## config.mk

```make
export PLATFORM = sky130hd
export DESIGN_NAME = demux_reg_bank
export DESIGN_NICKNAME = d
export VERILOG_FILES = /design/src/rtl/demux_reg_bank.sv
export SDC_FILE = /design/constraint.sdc
export NUM_CORES = 1
export LEC_CHECK = 0
export ABC_AREA = 1
export ABC_CLOCK_PERIOD_IN_PS = 4000
export CAP_MARGIN = 10
export CELL_PAD_IN_SITES_DETAIL_PLACEMENT = 0
export CELL_PAD_IN_SITES_GLOBAL_PLACEMENT = 1
export CORE_AREA = 2 2 428 430
export DETAILED_ROUTE_END_ITERATION = 10
export DIE_AREA = 0 0 430 432
export PLACE_DENSITY = 0.47
export SLEW_MARGIN = 20
export SYNTH_ARGS = -nofsm -noshare
export SYNTH_HDL_FRONTEND = slang
export SYNTH_SLANG_ARGS = --single-unit
```

## constraint.sdc

```tcl
create_clock -name Clk -period 4 [get_ports Clk]
set_clock_uncertainty 0.15 [all_clocks]
set_input_delay 0.4 -clock Clk [delete_from_list [all_inputs] [get_ports Clk]]
set_output_delay 0.4 -clock Clk [all_outputs]
set_load 0.05 [all_outputs]
```

## src/rtl/demux_reg_bank.sv

```systemverilog
// rtl/demux_reg_bank.sv - byte-enabled write-decoded register bank with valid mask and sequenced clear
module demux_reg_bank #(
    parameter int BUS_WIDTH = 32,
    parameter int SEL       = 5,
    parameter int ZERO_REG  = 1
) (
    input  logic                          Clk,
    input  logic                          Rst,
    input  logic                          WrEn,
    input  logic [SEL-1:0]                Addr,
    input  logic [BUS_WIDTH-1:0]          Din,
    input  logic [BUS_WIDTH/8-1:0]        ByteEn,
    input  logic                          ClrReq,
    output logic                          Busy,
    output logic                          WrAck,
    output logic [2**SEL-1:0]             Valid,
    output logic [BUS_WIDTH*(2**SEL)-1:0] Qout
);

    localparam int NREG  = 2**SEL;
    localparam int NLANE = BUS_WIDTH / 8;

    typedef enum logic {IDLE, CLEAR} state_t;

    state_t               state;
    state_t               state_next;
    logic [BUS_WIDTH-1:0] regs [NREG];
    logic [SEL-1:0]       cnt;
    logic                 wr_accept;
    logic                 addr_is_zero;

    assign addr_is_zero = (Addr == '0);

    always_comb begin
        state_next = state;
        wr_accept  = 1'b0;
        case (state)
            IDLE: begin
                wr_accept = WrEn && !((ZERO_REG != 0) && addr_is_zero);
                if (ClrReq) begin
                    state_next = CLEAR;
                end
            end
            CLEAR: begin
                if (cnt == {SEL{1'b1}}) begin
                    state_next = IDLE;
                end
            end
            default: state_next = IDLE;
        endcase
    end

    always_ff @(posedge Clk) begin
        if (Rst) begin
            state <= IDLE;
            cnt   <= '0;
            WrAck <= 1'b0;
            Valid <= '0;
            for (int n = 0; n < NREG; n++) begin
                regs[n] <= '0;
            end
        end else begin
            state <= state_next;
            WrAck <= wr_accept;
            // A write and a clear request in the same IDLE cycle both take effect;
            // the clear walk then erases the freshly written register in turn.
            if (wr_accept) begin
                Valid[Addr] <= 1'b1;
                for (int i = 0; i < NLANE; i++) begin
                    if (ByteEn[i]) begin
                        regs[Addr][8*i +: 8] <= Din[8*i +: 8];
                    end
                end
            end
            if (state == IDLE && ClrReq) begin
                cnt <= '0;
            end
            if (state == CLEAR) begin
                regs[cnt]  <= '0;
                Valid[cnt] <= 1'b0;
                cnt        <= cnt + 1'b1;
            end
        end
    end

    assign Busy = (state == CLEAR);

    for (genvar n = 0; n < NREG; n++) begin : g_qout
        assign Qout[n*BUS_WIDTH +: BUS_WIDTH] = regs[n];
    end

endmodule
```

**Word-level counts from Yosys, hierarchy flattened**

Memories as Yosys holds them, arrays and structs flattened.
Cells that the tools add are included.
W data, S select, Z words.

- Register bits after elaboration: 39
- Memory bits (read-only): 0
- Bits of input ports: 45
- Memories kept: 1
- Bits in writable memories: 1,024
- Bits in latches: 0
- Word-level logic and storage cells: 64

- Shift-type cells: 0
- Bitwise operators: 4
- $mul: 0
- Divide/modulo/power cells: 0
- $add $sub $neg: 1
- Multiplexer cells: 40
- Reduce and logical (&&, ||, !) cells: 9
- Equality and inequality tests: 1
- Magnitude comparators: 4

Memory list:

| name | words | width | read ports | clocked after Yosys merged registers in | write ports | RTL line | RTL |
|---|---|---|---|---|---|---|---|
| regs | 32 | 32 | 32 | 0 | 32 | 27 | `logic [BUS_WIDTH-1:0] regs [NREG];` |

Operators by type and width:

| cell | number |
|---|---|
| $mux W32 | 5 |
| $reduce_or A32 Y1 | 2 |
| $and A32 B32 Y32 | 1 |
| $not A32 Y32 | 1 |
| $or A32 B32 Y32 | 1 |
| $mux W1 | 26 |
| $mux W5 | 4 |
| $lt A5 B6 Y1 const B | 2 |
| $demux W1 S5 | 2 |
| $ge A5 B1 Y1 const B | 2 |
| $mux W4 | 2 |
| $add A5 B1 Y5 const B | 1 |
| $eq A5 B5 Y1 const B | 1 |
| $logic_not A5 Y1 | 1 |
| $logic_and A1 B1 Y1 | 4 |
| $pmux W1 S2 | 1 |
| $reduce_bool A2 Y1 | 1 |
| $logic_not A1 Y1 | 1 |
| $not A1 Y1 | 1 |

**Longest topological paths before layout**

- Depth in word-level cells: 10
- Gate-level depth with buffers: 9
- Gate-level depth less buffers: 8

**Least setup slack after synthesis**

Ideal clock, no wire load.

- Path type: register -> register
- Start: register state (netlist: Busy)
- End: memory regs[15][0], enable pin
- Slack: 1,415 ps
- Library setup time: 329 ps
- Cell stages (with the launch flop): 9
- Required time: 3,521 ps
- Path buffers: 2
- Arrival: 2,107 ps
- Clock period less this slack: 2,585 ps
- Cells stage by stage: dfxtp_1 -> buf_2 -> nand2_2 -> buf_6 -> o21ai_2 -> nand2_4 -> nor2_1 -> nand2_1 -> nand2_1

RTL lines:

| element | RTL line | RTL |
|---|---|---|
| start, declared | 25 | `state_t state;` |
| start signal, assigned | 63 | `state <= state_next;` |
| end, declared | 27 |  |

==> results by group <==
Finish
  • Most frequent cells in the layout: 1,102 x clkdlybuf4s50_1, 1,039 x nor2_1, 1,024 x edfxtp_1
  • Commonest non-fill, non-tap cell in the layout: clkdlybuf4s50_1
  • Final nets: ~4,000
  • Multi-input logic area: 6480 um^2
  • Synth-to-Final Area Change: 48.1%
  • Final std cells w/o fill: 6,439
  • FF+latch area: approximately 32,000 um^2
  • Filler Cell Count: 18,204
  • Layout cells sized above 1: under 10%

Power and ir drop
  • Peak VDD IR: 0.415 mV
  • Total power: 27.5 mW
  • Leakage power: 20.9 nW
  • Cell Pwr Density: a little under 500 nW/um^2

Global route
  • Initial antenna violation count: 9
  • Vias in the first global route: around 26,000
  • Total track usage: around a fifth
  • First-pass GRT wire length: 245 mm
  • Largest net degree at the start of global routing: between 60 and 70
  • Gr ovfl total: 0

Floorplan
  • Core area: 182,000 um^2
  • Die Area: 186,000 um^2
  • Initial Util: 21.2%
  • Rows: 157
  • Die Height: roughly 430 um
  • Die W: between 400 and 500 um
  • I/O pins: ~1,100

Setup path
  • Buffers & Inverters on Critical Path: 0
  • Worst endpoint required time: 4.28 ns
  • Slowest CP cell: dfxtp_1
  • Critical path peak fanout: 18
  • CP peak stage delay: between 0.7 and 0.8 ns
  • Startpoint types: flip-flop
  • Delay-heaviest family, CP: simple AND/OR/NAND/NOR gates
  • Cell chain of the critical path: nand2_4, o21ai_1, nand2_4, nor2_2, nand2_1, nand2_1
  • Critical path class: flip-flop to flip-flop
  • CP Capture Type: flip-flop
  • CP Data Arrival Time: 3.83 ns

Timing
  • Unrepaired setup endpoints after global routing: false
  • F_max: 282 MHz
  • Hold Fails Final Rpt: 0
  • Slew margin rel.: a little over a third
  • Max-slew violation count: 0
  • Least-Margin Pin Slew: 0.946 ns
  • Final worst slack: 0.449 ns
  • Setup TNS: 0 ns
  • Final period util: 88.8%
  • Clock period minus worst slack: 3.55 ns
  • Setup violators final: 0

CTS
  • CTS resizes: 0
  • Clock buffer depth: 3
  • Clock Latency Late Sink: 0.79 ns
  • CTS Buf Count: 130
  • H-tree levels: 4
  • Setup bufs post-CTS: 0
  • CTS tree: yes
  • CTS Sinks: roughly 1,100
  • Root buffer cell: clkbuf_16
  • Clk slew on worst S/H paths: 0.06 ns
  • # hold bufs at CTS: 0

Worst hold path
  • Min-Delay Path Class: input pin to flip-flop

Place
  • PortBufs: 1,102
  • Placed insts: ~6,200
  • HPWL after DPL: about 140 mm
  • Post-Place Worst Slack: -0.226 ns
  • GPL Wtd Cong: 0.814

Detailed routing
  • Vias per cell: 4.12
  • Residual DRC: 0
  • DRT Pass-1 Iters: 5
  • Vias after detailed routing: 26,513
  • 1st-iter DRT viols: between 2,000 and 2,500
  • Antenna viol nets, final: 0
  • Final WL: 188 mm
  • WL/cell: 29.2 um

Logic synthesis
  • Post-Synthesis Cell Area: around 38,000 um^2
  • Ys Warns: 0
  • Post-Syn Instances: roughly 2,700
  • Distinct cell type count after synthesis: 29
  • Seq cells post-synth: 1,063
  • Post-Syn Area per Cell: 14.1 um^2
  • Register area share after synthesis: 81.9%

Run
  • Max-cap violations: 0

Run status
  • Status: finished clean
## synthesized netlist by cell type
master    number  area (um^2)
edfxtp_1    1024        30700
nand3_2        6         60.1
ha_1           5         62.6
o31ai_1        1         7.51
buf_6          1         11.3
a21oi_1       32          160
clkbuf_1     119          447
o211ai_1       1         7.51
buf_4          6         45.0
nor2_2        16          100
nand3_1       15         75.1
inv_2          1         3.75
buf_2         10         50.1
o21ai_2        3         26.3
a22oi_1        2         15.0
nand3_4        2         35.0
nand2_2       62          388
nor2_1      1039         3900
o21ai_0       32          160
nand4_1        2         12.5
nand2_1      250          938
nand2_4       12          135
conb_1         1         3.75
dfxtp_1       39          781
nor3_1        10         50.1
inv_1         28          105
a211oi_1       2         15.0
o21ai_1        1         5.00
nor2_4        12          135
## state kept, by name, summed over array words and instances, names as in the netlist
name   flops
regs    1024
cnt        5
WrAck      1
Busy       1
Valid     32
## layout make-up
| cell class | instances | share of cell area (%) |
|---|---|---|
| Sequential cell | 1063 | 55.3 |
| Timing Repair Buffer | 1197 | 21.0 |
| Multi-Input combinational cell | 1537 | 11.4 |
| Clock buffer | 166 | 6.07 |
| Tap cell | 2385 | 5.23 |
| Clock inverter | 59 | 0.768 |
| Inverter | 29 | 0.200 |
| Antenna cell | 3 | 0.0132 |
## layer usage
layer | global-route usage [%] | vias to the layer above | part of all wire, %
li1 | - | 11792 | -
met1 | 23.3 | 13512 | 39
met2 | 34.6 | 967 | 51
met3 | 4.80 | 238 | 5.8
met4 | 6.94 | 4 | 3.6
met5 | 0 | - | 0.014
## metrics by stage
stage / utilization (%) / hold slack (ns) / area (um^2)
after detailed placement: 29.2 / 0.313 / 53100
after global placement: 29.2 / 0.308 / 53100
after floorplan: - / 0.369 / 38600
final: 31.4 / 0.211 / 57000
after CTS: 31.4 / 0.121 / 57000
after global routing: 31.4 / 0.183 / 57000
## worst reg2reg max path: stages (launching register included)
cell     delay, ns
dfxtp_1       0.74
nand2_4       0.24
o21ai_1       0.41
nand2_4       0.23
nor2_2        0.61
nand2_1       0.41
nand2_1       0.40
## power by group
part           internal (mW)  leakage, nW  switching, mW
Clock                   6.41         1.89           4.76
Sequential              12.6         10.9          0.174
Combinational          0.823         8.11           2.72
Total                   19.8         20.9           7.66
## cells by family (layout without fill, tap and decap cells)
family	Yosys count	count (layout)	synth area share, %
adders and majority gates	5	5	0.163
DFF	1063	1063	81.9
AOI/OAI and AO/OA	74	74	1.03
buffers and inverters	165	1451	1.72
other	1	35	0.00974
and+or+nand+nor	1426	1426	15.1
## final timing paths
kind                                   end  cells after the start  slack (ns)                 start
setup / recovery  regs[2][3]$_SDFFCE_PN0P_                      6        0.45       Busy$_SDFF_PP0_
hold / removal         cnt[2]$_SDFFE_PP0P_                      4        0.21                ClrReq
setup reg to reg  regs[2][3]$_SDFFCE_PN0P_                      6        0.45       Busy$_SDFF_PP0_
hold reg to reg       Valid[27]$_SDFF_PP0_                      2        0.33  Valid[27]$_SDFF_PP0_
Power figures use the tool's default switching activity.
